`src/rtl/adc_sample_fifo.sv`:
```
// Capture FIFO for codec ADC words: one write per sample_tick rising edge,
// read-enable handshake on the system side, plus overflow/drop status.
module adc_sample_fifo #(
    parameter int DATA_W = 32,
    parameter int ADDR_W = 4,
    parameter int CNT_W  = 8
) (
    input  logic              clk,
    input  logic              reset,
    input  logic              sample_tick,
    input  logic [DATA_W-1:0] adc_data_in,
    input  logic              rd_en,
    output logic [DATA_W-1:0] rd_data,
    output logic              rd_valid,
    output logic              empty,
    output logic              full,
    output logic [ADDR_W:0]   level,
    output logic              overflow,
    output logic [CNT_W-1:0]  drop_count,
    input  logic              clr_status
);

    localparam logic [ADDR_W:0] DEPTH = (ADDR_W+1)'(2**ADDR_W);

    logic [DATA_W-1:0] mem_q [2**ADDR_W];

    logic              tick_q;
    logic [ADDR_W:0]   wptr_q, wptr_d;
    logic [ADDR_W:0]   rptr_q, rptr_d;
    logic [ADDR_W:0]   level_q, level_d;
    logic [DATA_W-1:0] rd_data_q, rd_data_d;
    logic              rd_valid_q, rd_valid_d;
    logic              overflow_q, overflow_d;
    logic [CNT_W-1:0]  drop_count_q, drop_count_d;

    logic wr_req, rd_accept, wr_accept, drop;
    logic [CNT_W-1:0] drop_base;

    assign empty = (level_q == '0);
    assign full  = (level_q == DEPTH);

    // A write into a full FIFO still lands when a read frees a slot in the same cycle.
    assign wr_req    = sample_tick & ~tick_q;
    assign rd_accept = rd_en & ~empty;
    assign wr_accept = wr_req & (~full | rd_accept);
    assign drop      = wr_req & full & ~rd_accept;

    always_comb begin
        wptr_d     = wptr_q;
        rptr_d     = rptr_q;
        rd_data_d  = rd_data_q;
        rd_valid_d = 1'b0;
        if (wr_accept) begin
            wptr_d = wptr_q + 1'b1;
        end
        if (rd_accept) begin
            rptr_d     = rptr_q + 1'b1;
            rd_data_d  = mem_q[rptr_q[ADDR_W-1:0]];
            rd_valid_d = 1'b1;
        end
        level_d = wptr_d - rptr_d;
    end

    // Clear is applied first so a drop in the same cycle still registers.
    always_comb begin
        drop_base    = clr_status ? '0 : drop_count_q;
        overflow_d   = clr_status ? 1'b0 : overflow_q;
        drop_count_d = drop_base;
        if (drop) begin
            overflow_d = 1'b1;
            if (drop_base != '1) begin
                drop_count_d = drop_base + 1'b1;
            end
        end
    end

    always_ff @(posedge clk or negedge reset) begin
        if (!reset) begin
            tick_q       <= 1'b0;
            wptr_q       <= '0;
            rptr_q       <= '0;
            level_q      <= '0;
            rd_data_q    <= '0;
            rd_valid_q   <= 1'b0;
            overflow_q   <= 1'b0;
            drop_count_q <= '0;
        end else begin
            tick_q       <= sample_tick;
            wptr_q       <= wptr_d;
            rptr_q       <= rptr_d;
            level_q      <= level_d;
            rd_data_q    <= rd_data_d;
            rd_valid_q   <= rd_valid_d;
            overflow_q   <= overflow_d;
            drop_count_q <= drop_count_d;
        end
    end

    always_ff @(posedge clk) begin
        if (wr_accept) begin
            mem_q[wptr_q[ADDR_W-1:0]] <= adc_data_in;
        end
    end

    assign rd_data    = rd_data_q;
    assign rd_valid   = rd_valid_q;
    assign level      = level_q;
    assign overflow   = overflow_q;
    assign drop_count = drop_count_q;

endmodule

```
`config.mk`:
```
export PLATFORM = sky130hd
export DESIGN_NAME = adc_sample_fifo
export DESIGN_NICKNAME = d
export VERILOG_FILES = /design/src/rtl/adc_sample_fifo.sv
export SDC_FILE = /design/constraint.sdc
export NUM_CORES = 1
export LEC_CHECK = 0
export BUFFER_PORTS_ARGS = -buffer_cell sky130_fd_sc_hd__buf_2
export CAP_MARGIN = 20
export CORE_MARGIN = 10
export CORE_UTILIZATION = 60
export DETAILED_ROUTE_END_ITERATION = 7
export PLACE_DENSITY = 0.86
export SYNTH_ARGS = -nofsm -noshare
export SYNTH_HDL_FRONTEND = slang
export SYNTH_SLANG_ARGS = --single-unit
```
`constraint.sdc`:
```
create_clock -name clk -period 4.84 [get_ports clk]
set_clock_uncertainty 0.1 [all_clocks]
set_input_delay 0.968 -clock clk [delete_from_list [all_inputs] [get_ports clk]]
set_output_delay 0.968 -clock clk [all_outputs]
set_load 0.005 [all_outputs]
```
* After elaboration in Yosys (flattened, before gate mapping)
Memories as Yosys holds them, arrays and structs flattened. A register that Yosys moved wholly into a read port is not among the register bits.
Index checks and enable logic that the tools add are counted.
** Cells by class
- Add/sub/neg operators :: 4
- Equality and inequality tests :: 2
- Muxes and demuxes :: 10
- Bitwise gates (word level) :: 10
- Reductions and logical operators :: 3
** Operator list (number)
- 8-bit 2-to-1 mux :: 3
- 5-bit by 1-bit adder with 5-bit output (second input constant) :: 2
- 5-bit 2-to-1 mux :: 2
- 8-bit by 1-bit adder with 8-bit output (second input constant) :: 1
- 8-bit != test (second input constant) :: 1
- 1-bit AND :: 5
- 5-bit == test (second input constant) :: 1
- 5-bit logical NOT :: 1
- 1-bit 2-to-1 mux :: 5
- 5-bit subtractor :: 1
- 1-bit inverter :: 4
- 2-bit nonzero test :: 1
- 1-bit logical NOT :: 1
- 1-bit bitwise OR :: 1
** Storage, ports and cells
- Register bits :: 26
- Memory bits (writable) :: 512
- Input bits :: 37
- Logic and storage cells :: 37
- Memories kept :: 1
** Memory list
- mem_q :: words 16, bits a word 32, read ports 1, clocked after Yosys merged registers in 1, write ports 1, RTL line 25 : logic [DATA_W-1:0] mem_q [2**ADDR_W];

* Logic depth before layout (Yosys ltp)
Gate-level depths: netlist (run 1).
- Depth after elaboration :: 7
- Depth in mapped cells :: 11

* Worst setup path after synthesis (run 1)
No wires, ideal clock.
- Kind :: in2reg
- Start :: in rd_en
- End :: mem mem_q[11][0], enable pin
- Library setup time :: 0.461 ns
- Data arrival time :: 3.723 ns
- Data required time :: 4.279 ns
- Slack :: 0.556 ns
- Cell stages on the path :: 4
- Cells stage by stage :: nor2b_1 a21oi_2 nand2_1 nor3_1
** Between the ends
- Longest elaborated chain between the ends :: 5
** Ends and longest elaborated chain
- start, declared :: RTL line 12 : input logic rd_en,
- 1-bit AND :: RTL line 44 : assign rd_accept = rd_en & ~empty;
- 1-bit bitwise OR :: RTL line 45 : assign wr_accept = wr_req & (~full | rd_accept);
- 1-bit AND :: RTL line 45
- 1-bit 2-to-1 mux :: RTL line 100 : if (wr_accept) begin
- 1-bit 2-to-1 mux (implied by the code) :: RTL line 101 : mem_q[wptr_q[ADDR_W-1:0]] <= adc_data_in;
- end, declared :: RTL line 25
No other way between the ends.

* Worst setup path in the final report (run 1)
- Start :: reg level_q[3] (netlist: level[3])
- End :: reg level_q[4] (netlist: level[4])
** RTL lines
- start, declared :: RTL line 30 : logic [ADDR_W:0] level_q, level_d;
- start signal, assigned :: RTL line 91 : level_q <= level_d;
- 5-bit logical NOT :: RTL line 39 : assign empty = (level_q == '0);
- 1-bit inverter :: RTL line 44
- 1-bit AND :: RTL line 44
- named net rd_accept :: RTL line 36 : logic wr_req, rd_accept, wr_accept, drop;
- 5-bit 2-to-1 mux :: RTL line 56 : if (rd_accept) begin
- named net rptr_d[3] :: RTL line 29 : logic [ADDR_W:0] rptr_q, rptr_d;
- 5-bit subtractor :: RTL line 61 : level_d = wptr_d - rptr_d;
- named net level_d[4] :: RTL line 30
The timed path passes the listed nets, and every way through them passes these cells.
A chain may end at the register's enable or synchronous reset.

==> results of run 1 <==
per-stage QoR:
step	area, µm²	hold WS (ps)	std cells
floorplan	21700	368	1007
global placement	22800	362	1525
detailed placement	22800	365	1525
CTS	24500	304	1627
global route	24600	329	1628
finish	24600	298	1628
layer usage:
metal / routed length, µm / vias to the layer above / share of wire [%] / global-route usage, %
met5: 27 / - / 0.053 / 0
li1: - / 4434 / - / -
met2: 26200 / 721 / 52 / 38.4
met1: 18000 / 5726 / 36 / 29.8
met4: 1460 / 4 / 2.9 / 8.01
met3: 4850 / 119 / 9.6 / 4.76
Yosys cell counts, types with 2 or more instances:
master	number
xnor2_1	10
and2_1	5
dfrtp_1	58
clkbuf_1	28
nand3_1	2
nand2b_1	2
ha_1	10
a31oi_1	2
nor3_1	14
mux4_2	128
o21ai_1	9
a21oi_1	2
mux2i_1	2
a221oi_1	33
inv_1	16
buf_2	11
nand2_1	42
a22o_1	32
buf_1	7
o21ai_0	26
buf_4	6
nand4_1	5
a21o_1	2
nor2_1	9
nor2b_1	8
edfxtp_1	512
sequential cells by signal, summed over array words and instances, names as in the netlist:
signal      cells
mem_q         512
overflow        1
tick_q          1
rd_valid        1
wptr_q          5
rd_data        32
level           5
rptr_q          5
drop_count      8
kinds of logic after synthesis:
| logic type | Yosys count |
|---|---|
| AO/OA/AOI/OAI | 118 |
| XOR/XNOR | 12 |
| multiplexers | 131 |
| adder cells (fa/ha/maj) | 11 |
| flip-flops | 570 |
| buffers and inverters | 70 |
| AND/OR/NAND/NOR | 95 |
where the power goes:
group / internal, W / switching (W)
sequential: 0.00576 / 0.000376
combinational: 0.00167 / 0.00185
clock: 0.00240 / 0.00178
layout make-up:
cell class	count	area [µm²]	share of cell area [%]
clock inverter	25	223	0.907
timing repair buffer	111	671	2.73
multi-input combinational	367	4640	18.9
inverter	17	63.8	0.260
clock buffer	77	1560	6.34
tap	461	577	2.35
sequential	570	16800	68.5
worst max-delay path by stage:
stage | to | depth (start not counted)
floorplan | mem_q[11][0] | 4
global placement | level[4] | 10
detailed placement | level[4] | 10
CTS | level[4] | 10
global route | level[4] | 10
finish | level[4] | 10
==> impl_results.md, run 1 <==
- Leakage: between 8 and 9 nW
- Diodes inserted: 0
- Layout cells sized above 1: between 30% and 40%
- Worst r2r dst: level[4]
- Fin worst setup slack: about 1300 ps
- DRT Pass-1 Iters: 5
- Post-layout nets: roughly 1200
- Post CTS Setup Buffer Count: 0
- Yosys reg bits: between 500 and 600
- Clock latency on the worst-skew pair: just under 600 ps
- Net Count, Synth: 1055
- CP Cell Sequence: or4_4 > o21ai_4 > buf_4 > inv_2 > nand4_1 > xnor2_1 > inv_1 > ha_1 > a21oi_1 > xor3_1
- CTS sink cnt: between 500 and 600
- Filler Cell Count: between 1500 and 2000
- XOR/XNOR Fraction of Synth Area: less than 1%
- Crit. End Element: flip-flop
- Slew @ Worst Pin: ~1200 ps
- Most common cell after layout, fill and taps aside: edfxtp_1
- Final setup viols: 0
- Asr flop ratio synth: between 10% and 20%
- Initial antenna violation count: 2
- Commonest cells after routing, fill and taps aside: edfxtp_1 (512), mux4_2 (128), buf_2 (85), dfrtp_1 (56), clkbuf_16 (54)
- R2r startpoint: level[3]
- Num CTS Buffers: 54
- Worst EP arrival: between 3000 and 4000 ps
- Drt wl/cell: slightly above 30 µm
- Htree depth: 2
- Number of flops mapped to enable cells by yosys: 512
- F_max: between 200 and 300 MHz
- Max clock buf depth: 3
- DR iter-0 viols: around 1500
- Starting density of the core: a little over 60%
- Ports: between 80 and 90
- DRC errors left: 0
- Final TNS setup: 0 ps
- Max-slew violation count: 0
- Max-slew headroom: between 20% and 30%
- Dominant synthesized flop cell: edfxtp_1
- R2R Setup Slk: roughly 1300 ps
- Worst path buffer plus inverter count: 3
- Post-synthesis mux area share: 13.4%
- Vias post-DR: between 10000 and 15000
- CTS root buf: clkbuf_16
- Pin count of the biggest net entering global routing: 65
- RSZ-0062 raised after global routing: no
- Hold buffers post-CTS: 0
- Syn avg cell area: 21.5 µm²
- WL final: ~51 mm
- Syn Std Cell Area: between 0.02 and 0.025 mm²
- Total power draw: 0.0138 W
- Largest family of logic cells by synthesized area: multiplexers
- MaxCap Viol Count: 0
- Fin util: between 60% and 70%
- Worst-path clk slew: approximately 60 ps
- Adder-cell share of the synthesized area: less than 1%
- Die H: between 200 and 250 µm
- Critical path class: flip-flop to flip-flop
- Tcrit/Tclk final: 74.0%
- Synth area leader: edfxtp_1
- Global-route wire length before repair: ~76 mm
- Row cnt: between 60 and 70
- DP Worst Slack: around 1200 ps
- Number of global-route vias before repair: between 10000 and 15000
- Final-report hold violation count: 0
- RePlAce Congestion: about 0.76
- CTS tree: yes
- Min Tclk post-route: 3580 ps
- Max FO, Critical Path: 39
- Crit path from: level[3]
- Core area: 0.0356 mm²
- CP top delay family: compound AO/OA/AOI/OAI gates
- Synth top area cells: edfxtp_1 (71%), mux4_2 (13%), dfrtp_1 (6.7%)
- Sequential fraction of the synthesis area: between 70% and 80%
- HP Class: input pin to async pin
- Chip width: around 210 µm
- Simple-gate share of the synthesized area: 2.18%
- Gr ovfl total: 0
- Max incr delay on CP: around 680 ps
- Worst Setup Start Kind: flip-flop
- Post_cts resized: 0
- YS warnings: 0
- Compound-Gate Fraction of Synth Area: 4.10%
- Power density over cell area: between 500 and 600 mW/mm²
- Area Growth Syn to Fin: 13.3%
- Status: complete, no violations
- Yosys cell types: 52
- Post-DP HPWL: around 26 mm
- Buffers on Ports: 85
- CP max stage cell: o21ai_4
- Yosys top cell area share: between 70% and 80%
- Drt via density: roughly 6.8
- Die ar.: about 0.044 mm²
- WP data required: 5190 ps
- Mapped Cells: ~1000
- VDD IR-drop max: about 0.47 mV
- Cells on worst reg2reg path: 10
- DRT antenna net count: 0
- Gr usage total: between 20 and 25%
No activity file was read; power rests on OpenSTA's default activity.
==> inputs of run 2 (changes only) <==
- clock period: 4.84 -> 3.6 ns (I/O delays scaled with it)
==> run 2 against run 1 <==
Effect of this change:
- wire length up 0.46%
- cell area up 0.50%
- first-iteration DRC count down 7.5%
- clock power up 33%
- maximum frequency up 16%
- power up 35%
- cell count up 0.92%
- clock-buffer cell count down 3
- sequential power up 34%
- worst setup slack worse by 760 ps
- register-to-register slack worse by 760 ps
- sequential cell count unchanged
==> impl_results.md, run 2 (synthesized netlist as in run 1, its figures left out) <==
- Met2 WL post-DR: 26.0 mm (-0.72%)
- CP top delay family: simple AND/OR/NAND/NOR gates
- Multi-input gate area: 0.00464 mm² (unchanged)
- Status: complete, no violations
- Commonest cells after routing, fill and taps aside: edfxtp_1 (512), mux4_2 (128), buf_2 (85), dfrtp_1 (56), clkbuf_16 (53)
- DRT antenna net count: 0 (unchanged)
- Fin Hold WS: 171 ps (-127 ps)
- Post-layout nets: 1185 (+1.4%)
- Global-route wire length before repair: 77.3 mm (+1.3%)
- Final cell count without fillers: 1643 (+0.92%)
- Starting density of the core: 61.0% (unchanged)
- Top sig layer: met4
- WL final: 50.8 mm (+0.46%)
- Cells on worst reg2reg path: 10 (unchanged)
- Most common cell after layout, fill and taps aside: edfxtp_1
- Post-DP HPWL: 27.3 mm (+5.2%)
- Min Tclk post-route: 3100 ps (-484 ps)
- WP data required: 3950 ps (-1240 ps)
- DRC errors left: 0 (unchanged)
- Critical path class: flip-flop to flip-flop
- MaxCap Viol Count: 0 (unchanged)
- Number of global-route vias before repair: 11700 (+0.72%)
- Row cnt: 69 (unchanged)
- Power density over cell area: 756 mW/mm² (+34%)
- CP Cell Sequence: or4_4 > o21ai_4 > buf_4 > inv_2 > nand4_1 > xnor2_1 > inv_1 > ha_1 > a21oi_1 > xor3_1
- Initial antenna violation count: 1 (-1)
- CTS sink cnt: 570 (unchanged)
- Drt via density: 6.75 (-0.16%)
- Fin util: 69.4% (+0.34 points)
- Net Sw Frac: 29.1% (+0.13 points)
- Gr usage total: 23.4% (+0.37 points)
- CTS tree: yes
- Max-slew violation count: 0 (unchanged)
- Worst EP arrival: 3440 ps (-490 ps)
- Hold depth: 1
- Worst Setup Start Kind: flip-flop
- Clock latency on the worst-skew pair: 590 ps (about the same)
- Num CTS Buffers: 53 (-1.9%)
- Final-report hold violation count: 0 (unchanged)
- Die ar.: 0.0441 mm² (unchanged)
- Final TNS setup: 0 ps (unchanged)
- Chip width: 210 µm (unchanged)
- VDD IR-drop max: 0.479 mV (+1.6%)
- Layout cells sized above 1: 30.7% (+0.49 points)
- Internal power: 0.0132 W (+35%)
- RePlAce Congestion: 0.798 (+4.7%)
- DP Worst Slack: 495 ps (-755 ps)
- Logic pwr share: 26.2% (+0.7 points)
- Seq pwr share: 44.0% (-0.3 points)
- Htree depth: 2 (unchanged)
- Max incr delay on CP: 580 ps (-100 ps)
- Filler Cell Count: 1985 (-0.55%)
- Switching pwr: 0.00543 W (+35%)
- Max FO, Critical Path: 39 (unchanged)
- Clock Power Share: 29.8% (-0.4 points)
- RSZ-0062 raised after global routing: no
- Ports: 86 (unchanged)
- Die H: 210 µm (unchanged)
- Pin count of the biggest net entering global routing: 48 (-26%)
- Area Growth Syn to Fin: 13.9%
- CP max stage cell: or4_4
- Placed Cells: 1541 (+1.0%)
- F_max: 323 MHz (+16%)
- Vias post-DR: 11100 (+0.76%)
- Fin worst setup slack: 502 ps (-756 ps)
- Levels on crit path: 10 (unchanged)
- Tcrit/Tclk final: 86.0% (+12 points)
- Final setup viols: 0 (unchanged)
- Buffers on Ports: 85 (unchanged)
- Worst-path clk slew: 60 ps (about the same)
- Drt wl/cell: 30.9 µm (-0.46%)
- DRT Pass-1 Iters: 7 (+2)
- Max clock buf depth: 3 (unchanged)
- HP Class: input pin to flip-flop
- Crit. End Element: flip-flop
- Max-slew headroom: 40.0% (+19 points)
- Detailed-routed wire length on met3: 4.94 mm (+1.7%)
- Core area: 0.0356 mm² (unchanged)
- Worst path buffer plus inverter count: 3 (unchanged)
- CTS root buf: clkbuf_16
- Max reg flops: 512 (unchanged)
- Gr ovfl total: 0 (unchanged)
- DR iter-0 viols: 1378 (-7.5%)
- Reg area: 0.0168 mm² (unchanged)
- Post_cts resized: 0 (unchanged)
- Slew @ Worst Pin: 900 ps (-288 ps)
- Routed met1 length: 18.0 mm (+0.20%)
- Leakage: 8.26 nW (+0.95%)
run 2: cell type report:
class	instances	share of cell area, %
antenna	1	0.0101
clock buffer	74	5.89
clock inverter	25	1.02
inverter	17	0.259
multi-input combinational	367	18.8
sequential	570	68.2
tap	461	2.34
timing repair buffer	128	3.50
run 2: stage by stage:
stage	power, W	cell area, µm²
final	0.0187	24700
after global routing	0.0193	24700
after CTS	0.0187	24700
after detailed placement	0.0131	22900
after global placement	0.0129	22900
after floorplan	0.0115	21700
run 2: worst paths after layout:
path / start / endpoint / slack [ps]
worst max-delay path: level[3] / level[4] / 500
worst min-delay path: sample_tick / tick_q / 170
worst max register to register: level[3] / level[4] / 500
worst min register to register: rd_data[1] / rd_data[1] / 370
max in group asynchronous: reset / rd_data[18] / 2170
min in group asynchronous: reset / rd_data[7] / 480
run 2: power by group through the flow:
stage	Clock [W]	Sequential, W	Combinational (W)
after detailed placement	0	0.00832	0.00473
after global routing	0.00584	0.00827	0.00520
final	0.00556	0.00822	0.00489
after global placement	0	0.00829	0.00458
after floorplan	0	0.00809	0.00339
after CTS	0.00561	0.00821	0.00492
run 2: per-layer routing:
metal	track usage [%]	vias to the layer above
met5	0	-
met4	9.01	0
met3	4.20	130
met2	39.1	732
met1	30.3	5763
li1	-	4463
run 2: timing repair:
action	in CTS	in global routing
hold buffers	0	1
setup endpoints to repair	0	0
buffers inserted	0	0
endpoints found under the hold margin	0	11
